[src/rtl/loop_over_all_nibbles_if.sv]
// ---------------------------------------------------------------------------
// loop_over_all_nibbles_if
//
// Bundles the command/operand request and the result/status response of the
// nibble-serial ALU so that the core and its user share one port object.
//
// Signals:
//   start      master->slave  single-cycle pulse that begins a word operation
//   cmd        master->slave  3-bit operation code (ADD..PASS)
//   word1      master->slave  32-bit operand A
//   word2      master->slave  32-bit operand B / shift and pass source
//   is_latest  slave->master  high while the final nibble is being processed
//   done       slave->master  high once the word result is complete
//   carry_out  slave->master  final carry/link bit, valid while done is high
//   result     slave->master  32-bit registered result
//
// Modports:
//   master  drives the request side (testbench or surrounding logic)
//   slave   the ALU core itself
// ---------------------------------------------------------------------------
interface loop_over_all_nibbles_if;
  logic        start;
  logic [2:0]  cmd;
  logic [31:0] word1;
  logic [31:0] word2;
  logic        is_latest;
  logic        done;
  logic        carry_out;
  logic [31:0] result;

  modport master (
    output start,
    output cmd,
    output word1,
    output word2,
    input  is_latest,
    input  done,
    input  carry_out,
    input  result
  );

  modport slave (
    input  start,
    input  cmd,
    input  word1,
    input  word2,
    output is_latest,
    output done,
    output carry_out,
    output result
  );
endinterface

[src/rtl/loop_over_all_nibbles.sv]
// ---------------------------------------------------------------------------
// loop_over_all_nibbles
//
// Nibble-serial 32-bit ALU. A start pulse latches the command and both
// operands; the core then walks the eight nibbles of the word, one per
// clock, through a 4-bit ALU whose carry/link bit is registered between
// nibbles. Each processed nibble is written back into the result register.
// Shift-right walks from the top nibble down so the link bit carries the
// bit shifted out of the nibble above; all other commands walk upwards.
//
// Ports:
//   clk   in  rising-edge clock
//   rst   in  synchronous active-high reset, takes priority over start
//   bus   slave modport of loop_over_all_nibbles_if
//           start/cmd/word1/word2 in, is_latest/done/carry_out/result out
//
// Parameters:
//   CNT_SIZE  width of the nibble index; only 3 (8 nibbles) is supported
// ---------------------------------------------------------------------------
module loop_over_all_nibbles #(
  parameter int CNT_SIZE = 3
) (
  input  logic                     clk,
  input  logic                     rst,
  loop_over_all_nibbles_if.slave   bus
);

  typedef enum logic [2:0] {
    CMD_ADD   = 3'd0,
    CMD_SUB   = 3'd1,
    CMD_AND   = 3'd2,
    CMD_OR    = 3'd3,
    CMD_XOR   = 3'd4,
    CMD_RSHFT = 3'd5,
    CMD_LSHFT = 3'd6,
    CMD_PASS  = 3'd7
  } cmd_e;

  typedef enum logic [1:0] {
    S_IDLE,
    S_BUSY,
    S_DONE
  } state_e;

  localparam logic [CNT_SIZE-1:0] FIRST_IDX = '0;
  localparam logic [CNT_SIZE-1:0] LAST_IDX  = '1;

  state_e              state_q, state_d;
  cmd_e                cmd_q, cmd_d;
  logic [31:0]         word1_q, word1_d;
  logic [31:0]         word2_q, word2_d;
  logic [31:0]         result_q, result_d;
  logic [CNT_SIZE-1:0] idx_q, idx_d;
  logic                carry_q, carry_d;
  logic                reverse_q, reverse_d;

  logic                busy;
  logic                isLatest;
  logic [3:0]          d1;
  logic [3:0]          d2;
  logic [3:0]          nibbleR;
  logic                carryNext;
  logic [4:0]          sum5;

  assign busy     = (state_q == S_BUSY);
  assign isLatest = busy && (idx_q == (reverse_q ? FIRST_IDX : LAST_IDX));

  assign d1 = word1_q[{idx_q, 2'b00} +: 4];
  assign d2 = word2_q[{idx_q, 2'b00} +: 4];

  // Nibble ALU. Subtraction is done as d1 + ~d2 + carry, with the carry
  // seeded to 1 at start, so a final carry of 1 means "no borrow". The
  // shifts use the carry as the link bit entering from the neighbouring
  // nibble and export the bit that falls off the other end.
  always_comb begin
    sum5      = 5'd0;
    nibbleR   = 4'd0;
    carryNext = 1'b0;
    case (cmd_q)
      CMD_ADD: begin
        sum5 = {1'b0, d1} + {1'b0, d2} + {4'b0000, carry_q};
        {carryNext, nibbleR} = sum5;
      end
      CMD_SUB: begin
        sum5 = {1'b0, d1} + {1'b0, ~d2} + {4'b0000, carry_q};
        {carryNext, nibbleR} = sum5;
      end
      CMD_AND:   nibbleR = d1 & d2;
      CMD_OR:    nibbleR = d1 | d2;
      CMD_XOR:   nibbleR = d1 ^ d2;
      CMD_RSHFT: begin
        nibbleR   = {carry_q, d2[3:1]};
        carryNext = d2[0];
      end
      CMD_LSHFT: begin
        nibbleR   = {d2[2:0], carry_q};
        carryNext = d2[3];
      end
      CMD_PASS:  nibbleR = d2;
      default:   nibbleR = 4'd0;
    endcase
  end

  // Control FSM next state: start (re)launches from any state, the final
  // nibble moves to DONE, and DONE is held until the next start.
  always_comb begin
    state_d = state_q;
    if (bus.start) begin
      state_d = S_BUSY;
    end else if (isLatest) begin
      state_d = S_DONE;
    end
  end

  // Control FSM state register.
  always_ff @(posedge clk) begin
    if (rst) begin
      state_q <= S_IDLE;
    end else begin
      state_q <= state_d;
    end
  end

  // Datapath next state. A start latches everything and clears the result;
  // otherwise each busy cycle overwrites one result nibble and steps the
  // index, except on the final nibble where the index parks in place.
  always_comb begin
    cmd_d     = cmd_q;
    word1_d   = word1_q;
    word2_d   = word2_q;
    result_d  = result_q;
    idx_d     = idx_q;
    carry_d   = carry_q;
    reverse_d = reverse_q;
    if (bus.start) begin
      cmd_d     = cmd_e'(bus.cmd);
      word1_d   = bus.word1;
      word2_d   = bus.word2;
      result_d  = 32'd0;
      carry_d   = (cmd_e'(bus.cmd) == CMD_SUB);
      reverse_d = (cmd_e'(bus.cmd) == CMD_RSHFT);
      idx_d     = (cmd_e'(bus.cmd) == CMD_RSHFT) ? LAST_IDX : FIRST_IDX;
    end else if (busy) begin
      result_d[{idx_q, 2'b00} +: 4] = nibbleR;
      carry_d = carryNext;
      if (!isLatest) begin
        idx_d = reverse_q ? (idx_q - CNT_SIZE'(1)) : (idx_q + CNT_SIZE'(1));
      end
    end
  end

  // Datapath registers.
  always_ff @(posedge clk) begin
    if (rst) begin
      cmd_q     <= CMD_ADD;
      word1_q   <= 32'd0;
      word2_q   <= 32'd0;
      result_q  <= 32'd0;
      idx_q     <= FIRST_IDX;
      carry_q   <= 1'b0;
      reverse_q <= 1'b0;
    end else begin
      cmd_q     <= cmd_d;
      word1_q   <= word1_d;
      word2_q   <= word2_d;
      result_q  <= result_d;
      idx_q     <= idx_d;
      carry_q   <= carry_d;
      reverse_q <= reverse_d;
    end
  end

  assign bus.is_latest = isLatest;
  assign bus.done      = (state_q == S_DONE);
  assign bus.carry_out = carry_q;
  assign bus.result    = result_q;

endmodule

[src/flat_wrapper.sv]
// flat-port wrapper written by rule: the top's interface ports become plain ports
module loop_over_all_nibbles_flat 
#(
  parameter int CNT_SIZE = 3
)
  (clk, rst, bus_start, bus_cmd, bus_word1, bus_word2, bus_is_latest, bus_done, bus_carry_out, bus_result);
  loop_over_all_nibbles_if bus_i ();
  input  logic clk;
  input  logic rst;
  input wire logic [$bits(bus_i.start)-1:0] bus_start;
  input wire logic [$bits(bus_i.cmd)-1:0] bus_cmd;
  input wire logic [$bits(bus_i.word1)-1:0] bus_word1;
  input wire logic [$bits(bus_i.word2)-1:0] bus_word2;
  output wire logic [$bits(bus_i.is_latest)-1:0] bus_is_latest;
  output wire logic [$bits(bus_i.done)-1:0] bus_done;
  output wire logic [$bits(bus_i.carry_out)-1:0] bus_carry_out;
  output wire logic [$bits(bus_i.result)-1:0] bus_result;
  assign bus_i.start = bus_start;
  assign bus_i.cmd = bus_cmd;
  assign bus_i.word1 = bus_word1;
  assign bus_i.word2 = bus_word2;
  assign bus_is_latest = bus_i.is_latest;
  assign bus_done = bus_i.done;
  assign bus_carry_out = bus_i.carry_out;
  assign bus_result = bus_i.result;
  loop_over_all_nibbles #(.CNT_SIZE(CNT_SIZE)) u_core (.clk(clk), .rst(rst), .bus(bus_i));
endmodule
[config.mk]
export PLATFORM = sky130hd
export DESIGN_NAME = loop_over_all_nibbles_flat
export DESIGN_NICKNAME = d
export VERILOG_FILES = /design/src/rtl/loop_over_all_nibbles_if.sv /design/src/rtl/loop_over_all_nibbles.sv /design/src/flat_wrapper.sv
export SDC_FILE = /design/constraint.sdc
export NUM_CORES = 1
export LEC_CHECK = 0
export CORE_MARGIN = 5
export CORE_UTILIZATION = 47
export DETAILED_ROUTE_END_ITERATION = 6
export PLACE_DENSITY = 0.77
export REMOVE_ABC_BUFFERS = 1
export SYNTH_ARGS = -nofsm -noshare
export SYNTH_HDL_FRONTEND = slang
export SYNTH_SLANG_ARGS = --single-unit
[constraint.sdc]
create_clock -name clk -period 3.1 [get_ports clk]
set_input_delay 0.93 -clock clk [delete_from_list [all_inputs] [get_ports clk]]
set_output_delay 0.93 -clock clk [all_outputs]
set_load 0.05 [all_outputs]
Word-level counts from Yosys, hierarchy flattened

Index checks and enable logic that the tools add are counted.

Bits in registers: 106
Bits in latches: 0
Bits in writable memories: 0
Bits in read-only memories: 0
Output and inout port bits: 35
Word-level logic and storage cells: 56
Memories kept: 0

Add/sub/neg operators: 7
Multipliers: 0
Div/mod/pow operators: 0
$lt $le $gt $ge: 0
Equal/unequal tests: 13
Shift operators: 4
Muxes and demuxes: 13
Bitwise logic cells: 4
Reductions and logical operators: 6

Operator list:

| cell                                                                   | number |
|---|---|
| 32-bit by 6-bit variable part select with 4-bit output                 | 2 |
| 32-bit bitwise mux                                                     | 1 |
| 4-bit case mux with 8 select lines                                     | 1 |
| 4-bit by 7-bit variable shift with 32-bit output, first input constant | 1 |
| 4-bit by 7-bit variable part select with 32-bit output                 | 1 |
| 3-bit two-way mux                                                      | 6 |
| 3-bit == test, second input constant                                   | 5 |
| 4-bit by 4-bit adder with 5-bit output                                 | 2 |
| 5-bit by 1-bit adder with 5-bit output                                 | 2 |
| 5-bit negation with 7-bit output                                       | 1 |
| 3-bit by 1-bit == test with 1-bit output, second input constant        | 2 |
| 3-bit by 2-bit == test with 1-bit output, second input constant        | 2 |
| 4-bit AND                                                              | 1 |
| 1-bit two-way mux                                                      | 4 |
| 4-bit inverter                                                         | 1 |
| 4-bit OR                                                               | 1 |
| 1-bit case mux with 4 select lines                                     | 1 |
| 2-bit nonzero test                                                     | 2 |
| 4-bit bitwise XOR                                                      | 1 |
| 3-bit by 1-bit adder with 3-bit output, second input constant          | 1 |
| 3-bit == test                                                          | 1 |
| 3-bit zero test                                                        | 1 |
| 3-bit by 1-bit subtractor with 3-bit output, second input constant     | 1 |
| 2-bit by 1-bit == test with 1-bit output, second input constant        | 1 |
| 5 further kinds                                                        | 5 |

Logic depth before layout (Yosys ltp)

Word-level depth: 7
Mapped depth: 14
Depth with buffers taken out: 11

Worst setup path after synthesis

Ideal clock, no wire load.

Path kind: flip-flop to flip-flop
Start: register u_core.idx_q[1]
End: register u_core.result_q[10], in the netlist u_core.bus.result[10]
Library setup time: 0.137 ns
Arrival time: 3.069 ns
Data required time: 2.963 ns
Path slack: -0.105 ns
Stages on the path, launching flop included: 13
Buffers on the path: 2
Period minus slack after synthesis: 3.205 ns
Cells stage by stage: dfxtp_1 > buf_4 > buf_1 > mux4_2 > nand2_1 > and2_1 > fa_1 > fa_1 > xor2_1 > nor2_1 > o32ai_1 > o41ai_2 > o21ai_0

Word-level cells in the longest chain between the ends: 7

Ends and longest elaborated chain:

| what                                                   | RTL line                     | source |
|---|---|---|
| start: declaration                                     | loop_over_all_nibbles.sv:53  | `logic [CNT_SIZE-1:0] idx_q, idx_d;` |
| start signal: assignment                               | loop_over_all_nibbles.sv:167 | `idx_q <= idx_d;` |
| 32-bit by 6-bit variable part select with 4-bit output | loop_over_all_nibbles.sv:69  | `assign d2 = word2_q[{idx_q, 2'b00} +: 4];` |
| 4-bit inverter                                         | loop_over_all_nibbles.sv:85  | `sum5 = {1'b0, d1} + {1'b0, ~d2} + {4'b0000, carry_q};` |
| 4-bit by 4-bit adder with 5-bit output                 | loop_over_all_nibbles.sv:85  |  |
| 5-bit by 1-bit adder with 5-bit output                 | loop_over_all_nibbles.sv:85  |  |
| 4-bit case mux with 8 select lines                     | loop_over_all_nibbles.sv:79  | `case (cmd_q)` |
| 4-bit by 7-bit variable part select with 32-bit output | loop_over_all_nibbles.sv:144 | `result_d[{idx_q, 2'b00} +: 4] = nibbleR;` |
| 32-bit bitwise mux *                                   | loop_over_all_nibbles.sv:144 |  |
| end signal: assignment                                 | loop_over_all_nibbles.sv:166 | `result_q <= result_d;` |
| end: declaration                                       | loop_over_all_nibbles.sv:52  | `logic [31:0] result_q, result_d;` |

Every way passes the cells marked *; elsewhere a longest branch is shown, timed or not.
A chain may end at the register's enable or synchronous reset.

Worst setup path in the final report

Start: register u_core.idx_q[0]
End: register u_core.result_q[25], in the netlist u_core.bus.result[25]

The elaborated chain is that of the path after synthesis.

==> flow_summary.toml <==
[grt]
grt_first_pass_wirelength_um = 22000
track_usage = 0.202
grt.overflow.total = 0
grt_max_degree = 65
grt_pass1_vias = 4597
antenna_found_initial = 0

[timing]
report.final.slew_viol_count = 0
tightest_slew_ns = 0.854
fin_crit_sh = 0.960
grt_setup_unrepaired = "no"
setup_viol = 0
tns_ns = 0
finalHoldViolCount = 0
finalCriticalPeriod_ns = 2.98
final.setup_skew_ns = 0.00639
fmax_mhz = 336
slew_headroom = 0.429

[detailed_routing]
drc = 0
wl_per_cell_um = 16.0
antenna_violating_nets_post_route = 0
viasPerCell = 5.40
drt_pass1_iterations = 4
drtIter0Drc = 227
wl_um = 13300
num_vias = 4466

[logic_synthesis]
synth_top_flop_cell = "dfxtp_1"
syn_inst = 567
ys_async_sr_fraction = 0
syn_area_mm2 = 0.00532
synthDistinctLibCells = 58
synth_top_area_share = 0.399
synth_area_leaders = "dfxtp_1 (40%), mux2i_1 (15%), nor2_1 (5.6%)"
synth_edf_count = 0
synth-seq-cells = 106
yosysWarnings = 0
yosysTopAreaCell = "dfxtp_1"
yosysSeqAreaShare = 0.399
syn_avg_cell_area_um2 = 9.38

[floorplan]
die_w_um = 116
num_rows = 38
die_h_um = 116
dieArea_mm2 = 0.0135
initial_core_util = 0.484
core_area_mm2 = 0.0110
io_pins = 105

[place]
numPortBuffers = 104
place_hpwl_um = 10200
place_congestion = 0.815

[worst_setup_path]
worstPathMaxFanout = 7
reg2reg_to = "u_core.bus.result[25]$_SDFFE_PP0P_"
rr_startpoint = "u_core.idx_q[0]$_SDFFE_PP0P_"
worstRegToRegCells = 11
rrSetupSlack_ns = 0.12
start_kind = "flip-flop"
cp_data_required_time_ns = 3.37
endpoint_kind = "flip-flop"
worstPathArrival_ns = 3.24
criticalPathCategory = "reg2reg"

[cts]
hold_buffers = 0
cts_buffers = 9
cts-root-buf = "clkbuf_16"
path_clk_slew_ns = 0.07
clkLatencyLatePin_ns = 0.34
cts_buffer_depth = 2
cts_tree = "built"
htree_levels = 3
clkSinkCount = 106

[cells_and_area]
layout-drive-gt1-share = 0.122
syn_to_final_growth_pct = 32.6
nets = 774
num_antenna_cells = 0
final_cell_mix = "dfxtp_1 (103), clkdlybuf4s50_1 (101), mux2i_1 (80), nor2_1 (77), nand2_1 (45)"
layout_commonest_cell = "dfxtp_1"

[hold_path]
min_to = "u_core.bus.result[29]$_SDFFE_PP0P_"
whs_path_depth = 2
hp-class = "reg2reg"
min_from = "u_core.bus.result[29]$_SDFFE_PP0P_"

[power_and_ir_drop]
p_total_uw = 3380
p_leak_uw = 0.00286
cellPowerDensity_mw_per_mm2 = 479
p_comb_frac = 0.197
p_clk_frac = 0.370
ir_drop_mv = 0.333
seq_power_share = 0.434
p_sw_frac = 0.258
switchingPower_uw = 872
p_int_uw = 2510

[run]
max_cap_viol_count = 0

[run_status]
status = "complete, no violations"
[layer usage]
metal	wire length, µm	global-route usage
met2	6570	0.354
met5	0	0
met4	161	0.0464
met3	723	0.0430
met1	5810	0.254
[synthesized netlist by cell type (3+ instances only)]
cell and instances:
dfxtp_1 106, mux2i_1 80, nor2_1 79, nand2_1 45, inv_1 24, o21ai_0 20, a21oi_1 17, ha_1 17
nand3_1 15, clkbuf_1 13, nand2b_1 10, nor3_1 9, mux4_2 8, o21ai_1 8, o22a_1 7, o31ai_1 7
a31oi_1 6, and2_1 6, buf_1 6, buf_2 6, nor2b_1 6, fa_1 5, and3_1 4, buf_6 4
o22ai_1 4, a221oi_1 3, mux2_2 3, nand4b_1 3, o21bai_1 3, o41ai_1 3
[worst max path at each step]
| stage | to | startpoint | slack (ns) |
|---|---|---|---|
| floorplan | u_core.bus.result[10]$_SDFFE_PP0P_ | u_core.idx_q[0]$_SDFFE_PP0P_ | -0.49 |
| global placement | u_core.bus.result[6]$_SDFFE_PP0P_ | u_core.idx_q[0]$_SDFFE_PP0P_ | -0.14 |
| detailed placement | u_core.bus.result[30]$_SDFFE_PP0P_ | u_core.idx_q[0]$_SDFFE_PP0P_ | -0.28 |
| CTS | u_core.bus.result[30]$_SDFFE_PP0P_ | u_core.idx_q[0]$_SDFFE_PP0P_ | 0.01 |
| global route | u_core.bus.carry_out$_SDFFE_PP0P_ | u_core.idx_q[0]$_SDFFE_PP0P_ | 0.005 |
| finish | u_core.bus.result[25]$_SDFFE_PP0P_ | u_core.idx_q[0]$_SDFFE_PP0P_ | 0.12 |
[cells by family (layout without fill, tap and decap cells)]
family	Yosys count	after routing	share of synthesized area
and+or+nand+nor	193	193	0.171
DFF	106	106	0.399
AOI/OAI and AO/OA	95	95	0.124
muxes	93	93	0.195
buffers and inverters	55	175	0.0473
adders and majority gates	22	22	0.0588
xor gates and xnor gates	3	3	0.00494
[power groups by stage]
stage | Sequential (µW) | Clock [µW] | Combinational, µW
floorplan | 1500 | 0 | 339
global placement | 1490 | 0 | 609
detailed placement | 1490 | 0 | 627
CTS | 1460 | 1270 | 638
global route | 1470 | 1330 | 731
finish | 1460 | 1250 | 665
[per-stage QoR]
stage,instances,cell area [µm²],hold slack (ns),util,setup WS (ns)
6_report,827,7050,0.448,0.642,0.124
5_1_grt,827,7050,0.468,0.642,0.00492
4_1_cts,825,6980,0.454,0.635,0.0129
3_5_place_dp,809,6620,0.445,0.603,-0.279
3_3_place_gp,809,6620,0.435,0.603,-0.140
2_1_floorplan,536,5160,0.453,-,-0.489
[what timing repair did]
item,in CTS,in global routing
gates resized for setup,4,16
pin swaps,1,3
buffers inserted,0,2
endpoints found under the setup margin,13,33
[sequential cells by signal (all words and copies together) (netlist names)]
register,count
u_core.bus.carry_out,1
u_core.idx_q,3
u_core.state_q,2
u_core.reverse_q,1
u_core.word1_q,32
u_core.bus.result,32
u_core.word2_q,32
u_core.cmd_q,3
[layout make-up]
type	instances	area (µm²)
Fill cell	928	3930
Multi-Input combinational cell	406	3010
Sequential cell	106	2130
Timing Repair Buffer	135	1310
Tap cell	140	175
Clock inverter	5	85.1
Clock buffer	11	253
Inverter	24	90.1
[worst max-delay path, cell delays in order, from the launching register on]
cell and delay, ns:
dfxtp_4 0.40, buf_6 0.13, mux4_2 0.49, nand2_1 0.07
and2_1 0.16, fa_2 0.23, fa_2 0.43, mux2_2 0.26
o22ai_1 0.32, o41ai_4 0.12, buf_6 0.15, o21ai_1 0.14
No activity file was read; power rests on OpenSTA's default activity.
==> RTL edit: new RTL, same flow settings <==
The 3 states of `state_e` get a one-hot encoding in 3 bits.
--- a/src/rtl/loop_over_all_nibbles.sv
+++ b/src/rtl/loop_over_all_nibbles.sv
@@ -38,6 +38,6 @@
 
-  typedef enum logic [1:0] {
-    S_IDLE,
-    S_BUSY,
-    S_DONE
+  typedef enum logic [2:0] {
+    S_IDLE = 3'b001,
+    S_BUSY = 3'b010,
+    S_DONE = 3'b100
   } state_e;
Function: same outputs for any inputs over 10 cycles, from zero or initial values and one cycle with rst high; not proved beyond that.
==> RTL edit against the original RTL <==
Fmax is 2.6% lower. Routed wire length increased by 0.71%. Critical path depth unchanged. Clock skew is 3.0 ps higher. Synthesized area grew 1.5%. Count of clock-buffer cells in the layout is 1 lower. Total power down 2.8%. Clock power down 9%. Highest routed layer unchanged. Final area is 0.89% higher. Sequential cell count increased by 1. Setup slack lost 80 ps.
==> RTL edit: results (changes against the original RTL) <==
| Metric | Value |
|---|---|
| Most instantiated cells after synthesis | dfxtp_1 (107), mux2i_1 (83), nor2_1 (82), nand2_1 (42), o31ai_1 (20) |
| Setup ws final | 44.0 ps (-80.1 ps) |
| Met3 wire len | 658 um (-9.0%) |
| GRT Total Usage | 19.7% (-0.52 points) |
| Final Skew | 9.42 ps (+3.02 ps) |
| M3 GR Usage | 3.44% (-0.86 points) |
| Largest cells by area after synthesis | dfxtp_1 (40%), mux2i_1 (15%), nor2_1 (5.7%) |
| Initial DRC count | 268 (+18%) |
| Non-filler cells, final | 823 (-0.48%) |
| Share of cells above drive strength 1 | 14.1% (+1.9 points) |
| Cell variety after synth | 62 (+6.9%) |
| M1 GR Usage | 25.1% (-0.30 points) |
| Status | finished, final reports clean |
| DRT Pass-1 Iters | 4 (unchanged) |
| Max-Slew Margin vs Limit | 42.6% (-0.29 points) |
| GP Congestion | 0.862 (+5.8%) |
| Global-route wire length before repair | 21,700 um (-1.2%) |
| Clk pwr share | 34.7% (-2.3 points) |
| Static leakage | 2.86 nW (-0.11%) |
| CP Max Fanout | 6 (-1) |
| WL final | 13,400 um (+0.71%) |
| Fillers | 960 (+3.4%) |
| Internal power | 0.00235 W (-6.2%) |
| Placement Cell Area | 6670 um^2 (+0.78%) |
| Vias in the first global route | 4,568 (-0.63%) |
| H-tree depth | 3 (unchanged) |
| Final net count | 767 (-0.90%) |
| Largest net degree at the start of global routing | 75 (+15%) |
| Comb. pwr | 0.000666 W (about the same) |
| Synth Area per Inst | 9.54 um^2 (+1.7%) |
| Placed cell count | 802 (-0.87%) |
| Switch share | 28.4% (+2.6 points) |
| Wire length on met2 | 6630 um (+0.90%) |
| M1 WL | 5900 um (+1.4%) |
==> RTL edit: changes by cell type after synthesis, sizes merged, moves of 6 or more <==
| cell | delta |
|---|---|
| o31ai | +13 |
| o21ai | -8 |
| a211oi | +6 |
| or3 | +6 |
==> RTL edit: worst paths after layout <==
| path | from | end | slack (ps) |
|---|---|---|---|
| worst max register to register | u_core.idx_q[0] | u_core.bus.result[5] | 40 |
| worst min register to register | u_core.bus.result[12] | u_core.bus.result[12] | 450 |
| worst min-delay path | u_core.bus.result[12] | u_core.bus.result[12] | 450 |
| worst max-delay path | u_core.idx_q[0] | u_core.bus.result[5] | 40 |
==> RTL edit: worst max-delay path: stages (launching register included) <==
cell	delay, ps
dfxtp_4	380
mux4_2	530
mux2i_4	180
inv_2	80
fa_2	360
fa_2	520
mux2i_1	60
nand3_1	150
o21ai_2	100
nor4_4	300
buf_6	170
o31ai_1	90
==> RTL edit: layout make-up <==
cell class / instances / area [um^2] / area share [%]
multi-input cells: 405 / 3090 / 43.5
flip-flops and latches: 107 / 2150 / 30.2
repair buffers: 133 / 1320 / 18.6
clock buffers: 10 / 239 / 3.36
well taps: 143 / 179 / 2.51
inverters: 19 / 71.3 / 1.00
clock inverters: 6 / 65.1 / 0.914
==> RTL edit: cell families (layout without fill, tap and decap cells) <==
logic type	count (synthesis)	in the layout	share of synthesized area, %
AOI/OAI and AO/OA	93	93	12.1
xor gates and xnor gates	3	3	0.487
adders and majority gates	22	22	5.80
buffers and inverters	54	168	4.47
DFF	107	107	39.7
muxes	94	94	20.0
and+or+nand+nor	193	193	17.5
==> RTL edit: repair_timing <==
action / in CTS / in global routing
endpoints found under the setup margin: 14 / 24
gates cloned: 0 / 1
buffers inserted: 0 / 4
pin swaps: 2 / 9
resized for setup: 4 / 19
